### src/rtl/ifu_fetch_ysyx23060136.sv
// rtl/ifu_fetch_ysyx23060136.sv - instruction fetch unit: AXI-lite style read master feeding the IF/ID segment register
//
// Purpose:
//   Fetches one 32-bit instruction at a time from pc and presents the (pc, inst)
//   pair to the IF/ID segment register. At most one read is ever outstanding.
//   A redirect that arrives while a read is in flight lets that read drain and
//   then drops its data.
//
// Configuration macro:
//   IFU_ACCESS_FAULT_EN - when defined, a non-zero IFU_rresp marks the fetched
//                         pair as faulted. A faulted pair is presented as a NOP
//                         with IFU_o_fault=1 and is held until a redirect.
//                         When undefined, IFU_rresp is ignored and IFU_o_fault=0.
//
// Ports:
//   clk, rst              clock, synchronous active-high reset
//   BRANCH_flushIF        redirect request, fetch restarts at BRANCH_target
//   BRANCH_target         redirect pc
//   FORWARD_stallIF       downstream segment register not accepting this cycle
//   IFU_araddr/arvalid/arready         read address channel
//   IFU_rdata/rresp/rvalid/rready      read data channel
//   IFU_o_pc/o_inst/o_valid/o_fault    fetched pair to IF/ID

module ifu_fetch_ysyx23060136 #(
    parameter logic [31:0] PC_RST = 32'h8000_0000
) (
    input  logic        clk,
    input  logic        rst,
    input  logic        BRANCH_flushIF,
    input  logic [31:0] BRANCH_target,
    input  logic        FORWARD_stallIF,
    output logic [31:0] IFU_araddr,
    output logic        IFU_arvalid,
    input  logic        IFU_arready,
    input  logic [31:0] IFU_rdata,
    input  logic [1:0]  IFU_rresp,
    input  logic        IFU_rvalid,
    output logic        IFU_rready,
    output logic [31:0] IFU_o_pc,
    output logic [31:0] IFU_o_inst,
    output logic        IFU_o_valid,
    output logic        IFU_o_fault
);

    localparam logic [31:0] NOP = 32'h0000_0013;

    typedef enum logic [1:0] {
        S_IDLE,
        S_AR,
        S_R,
        S_HOLD
    } state_t;

    state_t      r_state;
    logic [31:0] r_pc;
    logic [31:0] r_inst;
    logic        r_fault;
    logic        r_discard;
    logic [31:0] r_redirect_pc;
    logic        r_arvalid;
    logic        r_rready;
    logic        r_o_valid;

    state_t      w_next_state;
    logic        w_ar_done;
    logic        w_r_done;
    logic        w_rsp_fault;
    logic        w_drop_rsp;

`ifdef IFU_ACCESS_FAULT_EN
    assign w_rsp_fault = (IFU_rresp != 2'b00);
    assign IFU_o_fault = r_o_valid & r_fault;
`else
    logic w_unused_rresp;
    assign w_rsp_fault    = 1'b0;
    assign w_unused_rresp = ^IFU_rresp;
    assign IFU_o_fault    = 1'b0;
`endif

    assign w_ar_done  = r_arvalid & IFU_arready;
    assign w_r_done   = r_rready & IFU_rvalid;
    // A flush landing on the completion cycle itself also kills the data.
    assign w_drop_rsp = r_discard | BRANCH_flushIF;

    assign IFU_araddr  = r_pc;
    assign IFU_arvalid = r_arvalid;
    assign IFU_rready  = r_rready;
    assign IFU_o_pc    = r_pc;
    assign IFU_o_inst  = r_inst;
    assign IFU_o_valid = r_o_valid;

    always_comb begin
        w_next_state = r_state;
        case (r_state)
            S_IDLE: w_next_state = S_AR;
            S_AR: begin
                if (w_ar_done) begin
                    w_next_state = S_R;
                end
            end
            S_R: begin
                if (w_r_done) begin
                    w_next_state = w_drop_rsp ? S_AR : S_HOLD;
                end
            end
            S_HOLD: begin
                // A faulted pair never drains on its own; only a redirect leaves.
                if (BRANCH_flushIF) begin
                    w_next_state = S_AR;
                end else if (!r_fault && !FORWARD_stallIF) begin
                    w_next_state = S_AR;
                end
            end
            default: w_next_state = S_IDLE;
        endcase
    end

    always_ff @(posedge clk) begin
        if (rst) begin
            r_state       <= S_IDLE;
            r_pc          <= PC_RST;
            r_inst        <= NOP;
            r_fault       <= 1'b0;
            r_discard     <= 1'b0;
            r_redirect_pc <= PC_RST;
            r_arvalid     <= 1'b0;
            r_rready      <= 1'b0;
            r_o_valid     <= 1'b0;
        end else begin
            r_state   <= w_next_state;
            r_arvalid <= (w_next_state == S_AR);
            r_rready  <= (w_next_state == S_R);
            r_o_valid <= (w_next_state == S_HOLD);

            case (r_state)
                S_IDLE: begin
                    if (BRANCH_flushIF) begin
                        r_pc <= BRANCH_target;
                    end
                end
                S_AR: begin
                    // Address must stay stable while arvalid is up, so the
                    // redirect is parked until the read drains.
                    if (BRANCH_flushIF) begin
                        r_discard     <= 1'b1;
                        r_redirect_pc <= BRANCH_target;
                    end
                end
                S_R: begin
                    if (w_r_done) begin
                        if (w_drop_rsp) begin
                            r_pc          <= BRANCH_flushIF ? BRANCH_target : r_redirect_pc;
                            r_redirect_pc <= BRANCH_flushIF ? BRANCH_target : r_redirect_pc;
                            r_discard     <= 1'b0;
                        end else begin
                            r_inst  <= w_rsp_fault ? NOP : IFU_rdata;
                            r_fault <= w_rsp_fault;
                        end
                    end else if (BRANCH_flushIF) begin
                        r_discard     <= 1'b1;
                        r_redirect_pc <= BRANCH_target;
                    end
                end
                S_HOLD: begin
                    if (BRANCH_flushIF) begin
                        r_pc    <= BRANCH_target;
                        r_inst  <= NOP;
                        r_fault <= 1'b0;
                    end else if (!r_fault && !FORWARD_stallIF) begin
                        r_pc <= r_pc + 32'd4;
                    end
                end
                default: ;
            endcase
        end
    end

endmodule

### config.mk
export PLATFORM = sky130hd
export DESIGN_NAME = ifu_fetch_ysyx23060136
export DESIGN_NICKNAME = d
export VERILOG_FILES = /design/src/rtl/ifu_fetch_ysyx23060136.sv
export SDC_FILE = /design/constraint.sdc
export NUM_CORES = 1
export LEC_CHECK = 0
export CORE_MARGIN = 5
export CORE_UTILIZATION = 45
export CTS_BUF_LIST = sky130_fd_sc_hd__clkbuf_8
export DETAILED_ROUTE_END_ITERATION = 8
export GPL_TIMING_DRIVEN = 0
export PLACE_DENSITY = 0.78
export SETUP_SLACK_MARGIN = 0.3
export SLEW_MARGIN = 20
export SYNTH_ARGS = -nofsm -noshare
export SYNTH_HDL_FRONTEND = slang
export SYNTH_SLANG_ARGS = --single-unit
### constraint.sdc
create_clock -name clk -period 4.8 [get_ports clk]
set_input_delay 0.96 -clock clk [delete_from_list [all_inputs] [get_ports clk]]
set_output_delay 0.96 -clock clk [all_outputs]
set_load 0.05 [all_outputs]
## Word level (Yosys, flattened, before mapping)

Index checks and enable logic that the tools add are counted.

- Register bits after elaboration: 103
- Input port bits: 72

- Add/sub/neg operators: 1
- Equal/unequal tests: 13
- Multiplexer cells: 27
- Bitwise logic cells: 3
- Reduce and logical (&&, ||, !) cells: 10

Operators by type and width:

| operator | number |
|---|---|
| $mux 32 | 10 |
| $pmux 32 s2 | 2 |
| $pmux 32 s3 | 1 |
| $add 32x3->32 const B | 1 |
| $mux 2 | 5 |
| $ne 2x2->1 const B | 5 |
| $eq 2x2->1 const B | 4 |
| $pmux 2 s4 | 1 |
| $mux 1 | 6 |
| $ne 3x3->1 const B | 2 |
| $reduce_and 5->1 | 1 |
| $eq 2x1->1 const B | 2 |
| $pmux 1 s2 | 2 |
| $reduce_and 4->1 | 1 |
| $reduce_bool 2->1 | 2 |
| $reduce_bool 3->1 | 1 |
| $and 1x1->1 | 2 |
| $logic_not 1->1 | 2 |
| $logic_not 2->1 | 1 |
| $reduce_and 2->1 | 1 |
| $logic_and 1x1->1 | 1 |
| $or 1x1->1 | 1 |

## Depth between registers and ports, before layout

- Depth in word-level cells: 6
- Gate-level depth with buffers: 8

## Least setup slack after synthesis

OpenSTA, ideal clock, no wires.

- Path kind: input -> register
- Start point: in BRANCH_flushIF
- End point: reg r_pc[31] (netlist: IFU_araddr[31])
- Library setup time: 0.078 ns
- Arrival: 2.344 ns
- Data required time: 4.722 ns
- Setup slack: 2.378 ns
- Cell stages on the path: 8
- Path buffers: 3
- Cells stage by stage: buf_2 > and2b_1 > o2bb2ai_1 > or2_1 > clkbuf_1 > buf_2 > nand2_1 > a32oi_1

- Word-level cells in the longest chain between the ends: 4
- Elaborated cells between the ends (all ways): 10
- Those cells by class: eq/ne (3); mux (5); bitwise (1); reduce/logical (1)

RTL lines:

| what | RTL line | source |
|---|---|---|
| start: declaration | 29 | `input logic BRANCH_flushIF,` |
| $mux 32 | n/a |  |
| $mux 32 | 151 | `if (w_drop_rsp) begin` |
| $mux 32 | 150 | `if (w_r_done) begin` |
| $pmux 32 s3 | 135 | `case (r_state)` |
| end signal: assignment | 138 | `r_pc <= BRANCH_target;` |
| end signal: assignment | 152 | `r_pc <= BRANCH_flushIF ? BRANCH_target : r_redirect_pc;` |
| end signal: assignment | 166 | `r_pc <= BRANCH_target;` |
| end: declaration | 55 | `logic [31:0] r_pc;` |

Several ways; a longest one is shown, not always the timed one. The select of a mux whose other input is x is not followed.
A chain may end at the register's enable or synchronous reset.

## Worst setup path in the final report

- Start point: in FORWARD_stallIF
- End point: reg r_pc[31] (netlist: IFU_araddr[31])

- Word-level cells in the longest chain between the ends: 4

RTL lines:

| what | RTL line | source |
|---|---|---|
| start: declaration | 31 | `input logic FORWARD_stallIF,` |
| $logic_not 1->1 | 169 | `end else if (!r_fault && !FORWARD_stallIF) begin` |
| $logic_and 1x1->1 | 169 |  |
| $ne 3x3->1 (no source line) | n/a |  |
| $reduce_and 5->1 (no source line) | n/a |  |
| end signal: assignment | 152 |  |
| end signal: assignment | 166 |  |
| end signal: assignment | 170 | `r_pc <= r_pc + 32'd4;` |

No other way between the ends.

==> impl_metrics.json <==
{
  "status": "finished clean",
  "power_density_nw_per_um2": 289,
  "switching_share": 0.356,
  "routedWlPerCell_um": 19.3,
  "antenna_cells": 0,
  "crit_path_end": "IFU_araddr[31]$_SDFFE_PP1P_",
  "ys_seq_area_frac": 0.380,
  "syn_nets": 791,
  "drtPass1Iterations": 5,
  "clock-root-buffer": "clkbuf_8",
  "ctsHoldBuffers": 0,
  "synth_cells": 718,
  "setup_viol": 0,
  "drive_gt1_frac": 0.0811,
  "power.total_mw": 2.14,
  "startpoint_type": "input pin",
  "detailedPlace.worstSlack_ns": 1.69,
  "synthArstFlopShare": 0,
  "fmax_ghz": 0.354,
  "cts_setup_buffers": 0,
  "p_int_mw": 1.38,
  "syn_to_final_growth_pct": 38.0,
  "share_comb_of_total_power": 0.292,
  "finalMaxSlewViolations": 0,
  "reg2reg_depth": 8,
  "holdCritStartpoint": "IFU_o_inst[8]$_SDFFE_PP0P_",
  "fp.dieH_um": 119,
  "critPathLaunch": "FORWARD_stallIF",
  "yosysUniqueCellTypes": 64,
  "port_buffers": 166,
  "vias": 6077,
  "reg2reg_to": "IFU_araddr[31]$_SDFFE_PP1P_",
  "route.detailed.drc": 0,
  "netlist_area_um2": 5370,
  "antenna_found_initial": 0,
  "cts_made_buffers": 9,
  "post_cts_resize_count": 0,
  "clock_skew_ns": 0.0121,
  "arrival_ns": 3.12,
  "clk_pin_slew_ns": 0.10,
  "p_clk_frac": 0.267,
  "synth_enable_flop_cells": 0,
  "die_x_um": 119,
  "worstPathMaxFanout": 10,
  "drt_iter0_drc": 640,
  "period_needed_ns": 2.83,
  "cts_buffer_depth": 2,
  "ys.flop_type": "dfxtp_1",
  "hold_class": "reg -> reg",
  "grt_pass1_wl_um": 31100,
  "critPathKind": "in -> reg",
  "cts_tree": "built",
  "ys_warn_count": 0,
  "grt_use_total": 0.270,
  "start_util": 0.464,
  "hold_violations": 0,
  "timing.final.crit_share": 0.589,
  "design.core.area_um2": 11600,
  "layout.cells.non_filler": 1043,
  "final_antenna_net_count": 0,
  "end_kind": "register",
  "maxCapViolCount": 0,
  "r2r_setup_slack_ns": 2.30,
  "insertion_delay_ns": 0.38,
  "clock_sinks": 102,
  "max-vdd-ir-drop_uv": 159,
  "maxSlewHeadroom": 0.511,
  "fin_tns_setup_ns": 0,
  "grt_overflow_total": 0,
  "utilization": 0.641,
  "pin_count": 172,
  "wl_um": 20100,
  "synth_seq_cells": 102,
  "dp_hpwl_um": 15200,
  "setup_slack_ns": 1.97,
  "grt_max_degree": 17,
  "nNetsFinal": 968,
  "tightest_slew_ns": 0.733,
  "grt_pass1_vias": 5798,
  "required_ns": 5.09,
  "r2r-start": "r_state[0]$_SDFF_PP0_",
  "die_area_um2": 14200,
  "power_frac_seq": 0.442,
  "power_leakage_nw": 2.60,
  "grt_setup_unrepaired": "false",
  "core.rowCount": 39,
  "htreeDepth": 3,
  "globalplace.congestion": 0.956,
  "netSwitchingPower_mw": 0.761,
  "viasPerCell": 5.83,
  "avgSynthCellArea_um2": 7.48,
  "placed_cells": 1027
}
-- placed cells by master (no fill, tap or decap), drive strengths merged, types with 3 or more instances in the layout --
master,instances
o22ai,4
a311oi,3
dfxtp,102
o31ai,6
a31oi,9
nand3,43
o21a,4
or2,3
clkdlybuf4s50,166
nor2,27
nor4bb,4
nand4,8
and3,10
o41ai,4
o21ai,42
nor2b,4
buf,49
or3,6
xnor2,4
and2,5
inv,12
a211oi,7
a21oi,106
clkinv,3
nor3,16
clkbuf,51
nand2,141
a21o,4
and4,4
mux2i,4
a22o,6
a21boi,3
o211ai,4
nor4,5
o311ai,3
-- cell families (layout without fill, tap and decap cells) --
kind of cell,after synthesis,after routing,synth area share
compound gates,221,221,0.247
xor+xnor,5,5,0.00816
fa+ha+maj,1,1,0.00233
buf+inv,102,284,0.100
flops,102,102,0.380
mux,4,4,0.00746
other cells,1,1,0.000698
simple gates,282,282,0.254
-- registers in the layout (all words and copies together), names as in the netlist --
register / cells
IFU_rready: 1
r_redirect_pc: 32
r_discard: 1
IFU_o_valid: 1
IFU_arvalid: 1
IFU_araddr: 32
IFU_o_inst: 32
r_state: 2
-- Yosys cell counts, types with 7 or more instances --
master	n	share of area
nand3_1	41	0.038
nor3_1	15	0.014
a21oi_1	106	0.099
buf_2	10	0.0093
o21ai_0	36	0.034
a31oi_1	9	0.010
clkbuf_1	41	0.029
inv_1	10	0.0070
nor2_1	27	0.019
buf_4	37	0.052
nand2_1	141	0.099
dfxtp_1	102	0.38
and3_1	9	0.010
a211oi_1	7	0.0098
nand4_1	7	0.0082
-- critical path, cell delays in order --
cell,delay [ns]
clkdlybuf4s50_1,0.45
nand2_1,0.06
a21oi_1,0.21
or2_1,0.21
clkbuf_1,0.54
buf_2,0.40
nand2_1,0.09
a32oi_1,0.20
-- worst min-delay path by stage --
stage	endpoint	slack (ns)	cells past startpoint
3_3_place_gp	r_redirect_pc[0]$_SDFFE_PP0P_	0.44	2
2_1_floorplan	r_redirect_pc[11]$_SDFFE_PP0P_	0.43	2
6_report	IFU_o_inst[8]$_SDFFE_PP0P_	0.46	2
3_5_place_dp	r_redirect_pc[22]$_SDFFE_PP0P_	0.45	2
4_1_cts	r_redirect_pc[20]$_SDFFE_PP0P_	0.46	2
5_1_grt	r_redirect_pc[5]$_SDFFE_PP0P_	0.48	2
-- power by group through the flow --
stage / Sequential, mW / Combinational (mW) / Clock (mW)
detailed placement: 0.964 / 0.618 / 0
floorplan: 1.04 / 0.292 / 0
CTS: 0.944 / 0.620 / 0.568
global placement: 0.960 / 0.610 / 0
global route: 0.953 / 0.656 / 0.608
finish: 0.946 / 0.624 / 0.571
-- metrics by stage --
stage          hold WS (ns)  instance area, µm²
3_3_place_gp          0.437                7210
6_report              0.457                7410
3_5_place_dp          0.446                7210
5_1_grt               0.481                7410
4_1_cts               0.460                7410
2_1_floorplan         0.432                5370
-- final cells by class --
| class | count | area [µm²] |
|---|---|---|
| clock buffers | 10 | 138 |
| inverters | 12 | 50.0 |
| well taps | 143 | 179 |
| fillers | 1029 | 4160 |
| multi-input cells | 514 | 2790 |
| flip-flops and latches | 102 | 2040 |
| repair buffers | 166 | 1660 |
| clock inverters | 6 | 62.6 |
| plain buffers | 90 | 489 |
-- metal layers --
metal / vias to the layer above / track usage / part of all wire
met4: 0 / 0.0818 / 0.020
li1: 2863 / - / -
met1: 2813 / 0.340 / 0.40
met3: 39 / 0.0777 / 0.11
met2: 362 / 0.450 / 0.47
met5: - / 0 / 0
(Power assumes the default switching activity.)
